**src/rtl/ws2811_pkg.sv**
```systemverilog
// Shared WS2811 timing constants (50 MHz clocks), decoder state encoding and colour word type.
package ws2811_pkg;

    localparam int BIT_PERIOD_CLK = 62;
    localparam int T0H_CLK        = 20;
    localparam int T1H_CLK        = 40;
    localparam int LATCH_CLK      = 2500;
    // Midpoint between the nominal 0 and 1 high times.
    localparam int BIT_THRESH_CLK = (T0H_CLK + T1H_CLK) / 2;
    localparam int WORD_BITS      = 24;

    typedef enum logic [1:0] {
        WAIT_LATCH = 2'd0,
        IDLE       = 2'd1,
        HIGH       = 2'd2,
        LOW        = 2'd3
    } state_t;

    typedef logic [WORD_BITS-1:0] color_t;

endpackage

```
**src/rtl/ws2811_serial_decoder_if.sv**
```systemverilog
// Decoded-word and frame-status bus driven by the WS2811 decoder.
interface ws2811_serial_decoder_if;
    import ws2811_pkg::*;

    color_t     led_data;
    logic       led_valid;
    logic [7:0] led_index;
    logic       frame_done;
    logic [7:0] frame_led_count;
    logic       frame_error;

    modport master (
        output led_data, led_valid, led_index,
        output frame_done, frame_led_count, frame_error
    );

    modport slave (
        input led_data, led_valid, led_index,
        input frame_done, frame_led_count, frame_error
    );
endinterface

```
**src/rtl/ws2811_rx_sync.sv**
```systemverilog
// 2-FF synchronizer for the asynchronous data line plus registered edge detector.
module ws2811_rx_sync (
    input  logic clock,
    input  logic reset,
    input  logic din,
    output logic level,
    output logic rise,
    output logic fall
);
    logic [1:0] sync;

    // level is the third stage so it lines up with the rise/fall strobes.
    always_ff @(posedge clock or negedge reset) begin
        if (!reset) begin
            sync  <= 2'b00;
            level <= 1'b0;
            rise  <= 1'b0;
            fall  <= 1'b0;
        end else begin
            sync  <= {sync[0], din};
            level <= sync[1];
            rise  <= sync[1] & ~level;
            fall  <= ~sync[1] & level;
        end
    end
endmodule

```
**src/rtl/ws2811_serial_decoder.sv**
```systemverilog
// WS2811 pulse-width bitstream decoder: recovers 24-bit LED words, frame boundaries and errors.
module ws2811_serial_decoder
    import ws2811_pkg::*;
#(
    parameter int T_BIT_THRESH = BIT_THRESH_CLK,
    parameter int T_MIN_HIGH   = 8,
    parameter int T_MAX_HIGH   = 55,
    parameter int T_LATCH      = LATCH_CLK,
    parameter int MAX_LEDS     = 11
) (
    input  logic                       clock,
    input  logic                       reset,
    input  logic                       serial_in,
    ws2811_serial_decoder_if.master    bus
);
    logic        level, rise, fall;
    state_t      state;
    logic [15:0] cnt;
    logic [22:0] sr;
    logic [4:0]  bit_cnt;
    logic [7:0]  idx;
    logic        bit_val;
    color_t      word_nxt;
    logic        width_bad;
    logic        latch_hit;

    ws2811_rx_sync u_sync (
        .clock (clock),
        .reset (reset),
        .din   (serial_in),
        .level (level),
        .rise  (rise),
        .fall  (fall)
    );

    // On a fall cycle cnt equals the number of cycles the line was high.
    assign bit_val   = (cnt >= 16'(T_BIT_THRESH));
    assign word_nxt  = {sr, bit_val};
    assign width_bad = (cnt < 16'(T_MIN_HIGH)) || (cnt > 16'(T_MAX_HIGH));
    assign latch_hit = !level && (cnt >= 16'(T_LATCH));

    always_ff @(posedge clock or negedge reset) begin
        if (!reset) begin
            state               <= WAIT_LATCH;
            cnt                 <= '0;
            sr                  <= '0;
            bit_cnt             <= '0;
            idx                 <= '0;
            bus.led_data        <= '0;
            bus.led_valid       <= 1'b0;
            bus.led_index       <= '0;
            bus.frame_done      <= 1'b0;
            bus.frame_led_count <= '0;
            bus.frame_error     <= 1'b0;
        end else begin
            bus.led_valid  <= 1'b0;
            bus.frame_done <= 1'b0;
            if (bus.frame_done)
                bus.frame_error <= 1'b0;

            // The edge cycle is already the first cycle of the new level.
            if (rise || fall)
                cnt <= 16'd1;
            else if (cnt != 16'hFFFF)
                cnt <= cnt + 16'd1;

            case (state)
                WAIT_LATCH: begin
                    if (latch_hit) begin
                        idx     <= '0;
                        bit_cnt <= '0;
                        state   <= IDLE;
                    end
                end
                IDLE: begin
                    if (rise)
                        state <= HIGH;
                end
                HIGH: begin
                    if (fall) begin
                        if (width_bad) begin
                            bus.frame_error <= 1'b1;
                            bit_cnt         <= '0;
                            state           <= WAIT_LATCH;
                        end else begin
                            sr    <= word_nxt[22:0];
                            state <= LOW;
                            if (bit_cnt == 5'(WORD_BITS - 1)) begin
                                bus.led_data  <= word_nxt;
                                bus.led_valid <= 1'b1;
                                bus.led_index <= idx;
                                bit_cnt       <= '0;
                                if (idx != 8'hFF)
                                    idx <= idx + 8'd1;
                                if (int'(idx) >= MAX_LEDS)
                                    bus.frame_error <= 1'b1;
                            end else begin
                                bit_cnt <= bit_cnt + 5'd1;
                            end
                        end
                    end else if (level && cnt > 16'(T_MAX_HIGH)) begin
                        // Stuck-high line: flag it now rather than waiting for a fall.
                        bus.frame_error <= 1'b1;
                        bit_cnt         <= '0;
                        state           <= WAIT_LATCH;
                    end
                end
                LOW: begin
                    if (rise) begin
                        state <= HIGH;
                    end else if (latch_hit) begin
                        bus.frame_done      <= 1'b1;
                        bus.frame_led_count <= idx;
                        if (bit_cnt != '0)
                            bus.frame_error <= 1'b1;
                        idx     <= '0;
                        bit_cnt <= '0;
                        state   <= IDLE;
                    end
                end
                default: state <= WAIT_LATCH;
            endcase
        end
    end
endmodule
```
**src/flat_wrapper.sv**
```systemverilog
// flat-port wrapper written by rule: the top's interface ports become plain ports
module ws2811_serial_decoder_flat import ws2811_pkg::*;
#(
    parameter int T_BIT_THRESH = BIT_THRESH_CLK,
    parameter int T_MIN_HIGH   = 8,
    parameter int T_MAX_HIGH   = 55,
    parameter int T_LATCH      = LATCH_CLK,
    parameter int MAX_LEDS     = 11
)
  (clock, reset, serial_in, bus_led_data, bus_led_valid, bus_led_index, bus_frame_done, bus_frame_led_count, bus_frame_error);
  ws2811_serial_decoder_if bus_i ();
  input  logic clock;
  input  logic reset;
  input  logic serial_in;
  output wire logic [$bits(bus_i.led_data)-1:0] bus_led_data;
  output wire logic [$bits(bus_i.led_valid)-1:0] bus_led_valid;
  output wire logic [$bits(bus_i.led_index)-1:0] bus_led_index;
  output wire logic [$bits(bus_i.frame_done)-1:0] bus_frame_done;
  output wire logic [$bits(bus_i.frame_led_count)-1:0] bus_frame_led_count;
  output wire logic [$bits(bus_i.frame_error)-1:0] bus_frame_error;
  assign bus_led_data = bus_i.led_data;
  assign bus_led_valid = bus_i.led_valid;
  assign bus_led_index = bus_i.led_index;
  assign bus_frame_done = bus_i.frame_done;
  assign bus_frame_led_count = bus_i.frame_led_count;
  assign bus_frame_error = bus_i.frame_error;
  ws2811_serial_decoder #(.T_BIT_THRESH(T_BIT_THRESH), .T_MIN_HIGH(T_MIN_HIGH), .T_MAX_HIGH(T_MAX_HIGH), .T_LATCH(T_LATCH), .MAX_LEDS(MAX_LEDS)) u_core (.clock(clock), .reset(reset), .serial_in(serial_in), .bus(bus_i));
endmodule
```
**config.mk**
```make
export PLATFORM = sky130hd
export DESIGN_NAME = ws2811_serial_decoder_flat
export DESIGN_NICKNAME = d
export VERILOG_FILES = /design/src/rtl/ws2811_pkg.sv /design/src/rtl/ws2811_serial_decoder_if.sv /design/src/rtl/ws2811_rx_sync.sv /design/src/rtl/ws2811_serial_decoder.sv /design/src/flat_wrapper.sv
export SDC_FILE = /design/constraint.sdc
export NUM_CORES = 1
export LEC_CHECK = 0
export BUFFER_PORTS_ARGS = -buffer_cell sky130_fd_sc_hd__buf_2
export CORE_ASPECT_RATIO = 0.7
export CORE_UTILIZATION = 63
export CTS_BUF_LIST = sky130_fd_sc_hd__clkbuf_16
export DETAILED_ROUTE_END_ITERATION = 8
export PLACE_DENSITY_LB_ADDON = 0.1
export SLEW_MARGIN = 20
export SYNTH_ARGS = -nofsm -noshare
export SYNTH_HDL_FRONTEND = slang
export SYNTH_SLANG_ARGS = --single-unit
```
**constraint.sdc**
```tcl
create_clock -name clock -period 5.05 [get_ports clock]
set_input_delay 1.01 -clock clock [delete_from_list [all_inputs] [get_ports clock]]
set_output_delay 1.01 -clock clock [all_outputs]
set_load 0.02 [all_outputs]
```
# Word-level counts from Yosys, hierarchy flattened
# Index checks and enable logic that the tools add are counted.
# W data, S select, Z words.
dict set report op_classes {
  bitwise 6
  eq_ne 13
  order_cmp 5
  reduce_logical 15
  mux 40
  n_addsub 3
}
# op n
set ops {}
lappend ops {{$mux W8} 6}
lappend ops {{$mux W16} 2}
lappend ops {{$mux W5} 6}
lappend ops {{$pmux W8 S3} 1}
lappend ops {{$add A16 B1 Y16 const B} 1}
lappend ops {{$ge A16 B12 Y1 const B} 1}
lappend ops {{$ge A16 B5 Y1 const B} 1}
lappend ops {{$gt A16 B6 Y1 const B} 1}
lappend ops {{$lt A16 B4 Y1 const B} 1}
lappend ops {{$mux W1} 16}
lappend ops {{$ne A16 B16 Y1 const B} 1}
lappend ops {{$pmux W5 S3} 1}
lappend ops {{$mux W2} 6}
lappend ops {{$reduce_and A3 Y1} 3}
lappend ops {{$add A8 B1 Y8 const B} 1}
lappend ops {{$ge A8 B4 Y1 const B} 1}
lappend ops {{$ne A2 B2 Y1 const B} 4}
lappend ops {{$ne A8 B8 Y1 const B} 1}
lappend ops {{$pmux W2 S4} 1}
lappend ops {{$reduce_and A6 Y1} 1}
lappend ops {{$add A5 B1 Y5 const B} 1}
lappend ops {{$eq A5 B5 Y1 const B} 1}
lappend ops {{$reduce_bool A5 Y1} 1}
lappend ops {{$eq A2 B2 Y1 const B} 2}
lappend ops {{other kinds (14)} 21}
dict set report totals {
  out_inout_bits 43
  in_bits 3
  word_cells 97
  regBits 102
}

# Longest topological paths before layout
dict set report depth {
  ltp_word 6
  mapped_depth 7
  ltp_nobuf 5
}

# Hierarchy
# Synthesis repeated with hierarchy kept, for this count alone.
dict set report hier_totals {
  cells_unflattened 378
  hier_area_um2 4581.9
}
# mod n_inst cells_per_inst seq_area_each_um2 area_each_um2
set modules_own_cells {}
lappend modules_own_cells {ws2811_serial_decoder 1 371 2427.3 4441.8}
lappend modules_own_cells {ws2811_rx_sync 1 7 125.1 140.1}

# Least setup slack after synthesis
# No wires, ideal clock.
dict set report synth_timing {
  kind {register -> register}
  startpoint {register u_core.cnt[12]}
  endpoint {register u_core.sr[10]}
  setup_time_ns 0.125
  arrival_ns 1.995
  path_stages_with_launch 8
  synth_period_minus_slack_ns 2.120
  t_required_ns 4.925
  path_slack_ns 2.930
  path_buffers 3
  path_cell_list {dfrtp_1 buf_6 nor4_4 nand4_4 buf_6 nor3_4 buf_6 mux2_2}
}
dict set report synth_between {
  elab_chain_cells 4
  word_cells_on_any_way 5
  cone_classes {order compare: 2; bitwise: 1; reduce/logical: 2}
}
# element line_no
set synth_rtl {}
lappend synth_rtl {{from (decl)} ws2811_serial_decoder.sv:18} ;# logic [15:0] cnt;
lappend synth_rtl {{from (signal assigned)} ws2811_serial_decoder.sv:65} ;# cnt <= cnt + 16'd1;
lappend synth_rtl {{$lt A16 B4 Y1 / $gt A16 B6 Y1 (equally long branches)} ws2811_serial_decoder.sv:39} ;# assign width_bad = (cnt < 16'(T_MIN_HIGH)) || (cnt > 16'(T_MAX_HIGH));
lappend synth_rtl {{$logic_or A1 B1 Y1 *} ws2811_serial_decoder.sv:39}
lappend synth_rtl {{$not A1 Y1 (no line) *} --}
lappend synth_rtl {{$reduce_and A3 Y1 (no line) *} --}
lappend synth_rtl {{to (signal assigned)} ws2811_serial_decoder.sv:86} ;# sr <= word_nxt[22:0];
lappend synth_rtl {{to (decl)} ws2811_serial_decoder.sv:19} ;# logic [22:0] sr;
# Every way passes the cells marked *; elsewhere a longest branch is shown, timed or not.
# A chain may end at the register's enable or synchronous reset.

# Worst setup path after layout
dict set report layout_timing {
  startpoint {register u_core.cnt[13]}
  endpoint {register u_core.bus.frame_led_count[4]}
}
dict set report layout_between {
  elab_chain_cells 3
}
# element line_no
set layout_rtl {}
lappend layout_rtl {{$ge A16 B12 Y1} ws2811_serial_decoder.sv:40} ;# assign latch_hit = !level && (cnt >= 16'(T_LATCH));
lappend layout_rtl {{$logic_and A1 B1 Y1} ws2811_serial_decoder.sv:40}
lappend layout_rtl {{$reduce_and A3 Y1 (no line)} --}
lappend layout_rtl {{to (signal assigned)} ws2811_serial_decoder.sv:113} ;# bus.frame_led_count <= idx;
lappend layout_rtl {{to (decl)} ws2811_serial_decoder_if.sv:14} ;# output frame_done, frame_led_count, frame_error
# Every way passes these cells.

==> results.json <==
{
  "status": "finished clean",
  "design.core.area_mm2": 0.00694,
  "finish.instance_area_mm2": 0.00522,
  "drive_gt1_frac": 0.321,
  "cts_max_path_buffers": 2,
  "yosys_warnings": 0,
  "diodes": 0,
  "io_pins": 46,
  "fin_nets": 421,
  "finalMaxSlewViolations": 0,
  "firstDrtPassIters": 4,
  "grt_overflow": 0,
  "ys.flop_type": "dfrtp_1",
  "postRouteWirelength_mm": 8.98,
  "grt_max_degree": 64,
  "yosysUniqueCellTypes": 51,
  "p_comb_frac": 0.029,
  "syn_avg_cell_area_um2": 12.6,
  "hpwl_mm": 6.05,
  "synth_edf_count": 0,
  "fin_tns_setup_ns": 0,
  "port_buffers": 45,
  "cts_tree": "done",
  "cts_sinks": 102,
  "cap_viol_max_count": 0,
  "gr-usage-all-layers": 0.249,
  "hold_class": "reg -> reg",
  "hold_viol_final": 0,
  "rsz0062_at_grt": "no",
  "synth_seq_cells": 102,
  "crit_required_ns": 5.28,
  "power_frac_seq": 0.547,
  "h-tree-depth": 3,
  "place_congestion": 0.860,
  "vias": 3166,
  "fmax_ghz": 0.395,
  "startpoint_type": "flip-flop",
  "post-cts-setup-buffers": 0,
  "synth_nets": 379,
  "start_util": 0.671,
  "utilization": 0.751,
  "synthMostInstantiatedCell": "dfrtp_1",
  "path_class": "reg -> reg",
  "area_delta_synth_final_pct": 12.0,
  "placementRows": 25,
  "multi_input_area_mm2": 0.00195,
  "p_leak_uw": 0.00255,
  "async_flop_share": 1.00,
  "post_cts_resized": 0,
  "die_x_um": 105,
  "wl_per_cell_um": 17.5,
  "path_max_fanout": 22,
  "worst_slack_ns": 2.52,
  "setup_violations": 0,
  "power_switching_share": 0.231,
  "path_clk_slew_ns": 0.07,
  "p_per_area_mw_per_mm2": 293,
  "post_dp_cell_area_mm2": 0.00490,
  "pwr-share-clk": 0.423,
  "drc": 0,
  "netlist_instances": 371,
  "synthDominantCellAreaShare": 0.548,
  "ctsHoldBuffers": 0,
  "antenna_found_initial": 0,
  "slew_headroom": 0.261,
  "p_int_uw": 1180,
  "p_sw_uw": 354,
  "syn_area_mm2": 0.00466,
  "viasPerCell": 6.18,
  "worst_slew_pin_slew_ns": 1.10,
  "ant_nets": 0,
  "synth_top_area_cell": "dfrtp_1",
  "cts_inserted_buffers": 9,
  "fin_skew_ns": 0.00616,
  "grt_pass1_vias": 2870,
  "worstSkewPairLatency_ns": 0.34,
  "grt_first_pass_wirelength_mm": 14.7,
  "fill_cells": 485,
  "die_h_um": 73.9,
  "worst_hold_slack_ns": 0.354,
  "regArea_mm2": 0.00255,
  "ir_drop_mv": 0.259,
  "cp.arrival_ns": 2.76,
  "dieArea_mm2": 0.00775,
  "yosys-top-cells-count": "102 x dfrtp_1, 59 x mux2_2, 26 x o21ai_0",
  "ys_seq_area_frac": 0.548,
  "pre_cts_slack_ns": 2.24,
  "cts-root-buf": "clkbuf_16",
  "finalCritPeriodShare": 0.502,
  "period_needed_ns": 2.53,
  "cp-end-kind": "flip-flop",
  "synthTopCellsByArea": "dfrtp_1 55%, mux2_2 14%, o21ai_0 2.8%",
  "drt_iter0_markers": 291
}
-- metrics by stage --
step           std cells  total power (µW)
6_report             512              1530
5_1_grt              512              1580
4_1_cts              511              1550
3_5_place_dp         495               898
3_3_place_gp         495               897
2_1_floorplan        371               873
-- worst paths after layout --
path | startpoint | endpoint | slack [ns] | cells after the start
min | u_core.u_sync.sync[0]$_DFF_PN0_ | u_core.u_sync.sync[1]$_DFF_PN0_ | 0.35 | 0
min in group asynchronous | reset | u_core.cnt[7]$_DFFE_PN0P_ | 0.74 | 1
max in group asynchronous | reset | u_core.sr[4]$_DFFE_PN0P_ | 3.30 | 2
max reg2reg | u_core.cnt[13]$_DFFE_PN0P_ | u_core.bus.frame_led_count[4]$_DFFE_PN0P_ | 2.52 | 4
max | u_core.cnt[13]$_DFFE_PN0P_ | u_core.bus.frame_led_count[4]$_DFFE_PN0P_ | 2.52 | 4
min reg2reg | u_core.u_sync.sync[0]$_DFF_PN0_ | u_core.u_sync.sync[1]$_DFF_PN0_ | 0.35 | 0
-- state kept, by name, summed over array words and instances (netlist names) --
| signal | flops |
|---|---|
| u_core.bus.led_data | 24 |
| u_core.sr | 23 |
| u_core.cnt | 16 |
| u_core.bus.frame_led_count | 8 |
| u_core.bus.led_index | 8 |
| u_core.idx | 8 |
| u_core.bit_cnt | 5 |
| u_core.state | 2 |
| u_core.u_sync.sync | 2 |
| u_core.bus.frame_done | 1 |
| u_core.bus.frame_error | 1 |
| u_core.bus.led_valid | 1 |
| u_core.u_sync.fall | 1 |
| u_core.u_sync.level | 1 |
| u_core.u_sync.rise | 1 |
-- cell type report --
class | instances | area share
Clock buffer | 9 | 0.0432
Sequential cell | 102 | 0.489
Tap cell | 94 | 0.0225
Multi-Input combinational cell | 240 | 0.374
Timing Repair Buffer | 48 | 0.0518
Inverter | 12 | 0.00863
Clock inverter | 7 | 0.0106
-- layout by cell type, fill, tap and decap left out, types with 2 or more instances in the layout --
master / Yosys / final
o211ai_1: 2 / 2
nand3_1: 12 / 12
and4_1: 3 / 3
nor4_1: 11 / 11
or4_1: 4 / 4
mux2_1: 4 / 4
a21oi_1: 9 / 9
dfrtp_1: 102 / 102
ha_1: 5 / 5
o31ai_1: 5 / 4
a31oi_1: 4 / 4
inv_6: 0 / 3
a211o_1: 2 / 2
buf_2: 2 / 44
nor2b_1: 5 / 5
buf_4: 0 / 3
or3_1: 7 / 7
clkbuf_16: 0 / 9
or2_2: 2 / 2
inv_1: 12 / 13
o21bai_1: 6 / 6
nand2b_1: 2 / 2
mux2i_1: 9 / 9
nand2_1: 7 / 7
nor2_1: 6 / 6
and3_1: 8 / 8
nand4_1: 6 / 6
mux2_2: 59 / 59
nor3_1: 10 / 10
and4b_1: 2 / 2
o21ai_0: 26 / 26
nor4_4: 3 / 3
-- layer usage --
layer | routed length (µm) | up-vias | global-route usage
li1 | - | 1478 | -
met1 | 4300 | 1572 | 0.365
met2 | 4040 | 106 | 0.376
met3 | 536 | 10 | 0.0613
met4 | 97 | 0 | 0.0751
met5 | 0 | - | 0
-- cell families (layout without fill, tap and decap cells) --
group | count (synthesis) | after routing | share of synthesized area
mux | 72 | 72 | 0.172
compound gates | 64 | 64 | 0.0857
fa+ha+maj | 5 | 5 | 0.0134
xor+xnor | 1 | 1 | 0.00188
buf+inv | 29 | 76 | 0.0352
simple gates | 98 | 98 | 0.144
flops | 102 | 102 | 0.548
-- power by group through the flow --
| stage | Combinational [µW] | Clock (µW) | Sequential (µW) |
|---|---|---|---|
| after floorplan | 28.6 | 0 | 844 |
| after global placement | 44.8 | 0 | 852 |
| after detailed placement | 45.3 | 0 | 852 |
| after CTS | 45.8 | 664 | 837 |
| after global routing | 51.5 | 692 | 838 |
| final | 44.8 | 648 | 838 |
-- critical path, cell delays in order (launching register included) --
cell	delay (ns)
dfrtp_1	0.46
nor4_4	0.45
o211a_1	0.60
or3_1	0.51
mux2_2	0.40
Power figures use the tool's default switching activity.
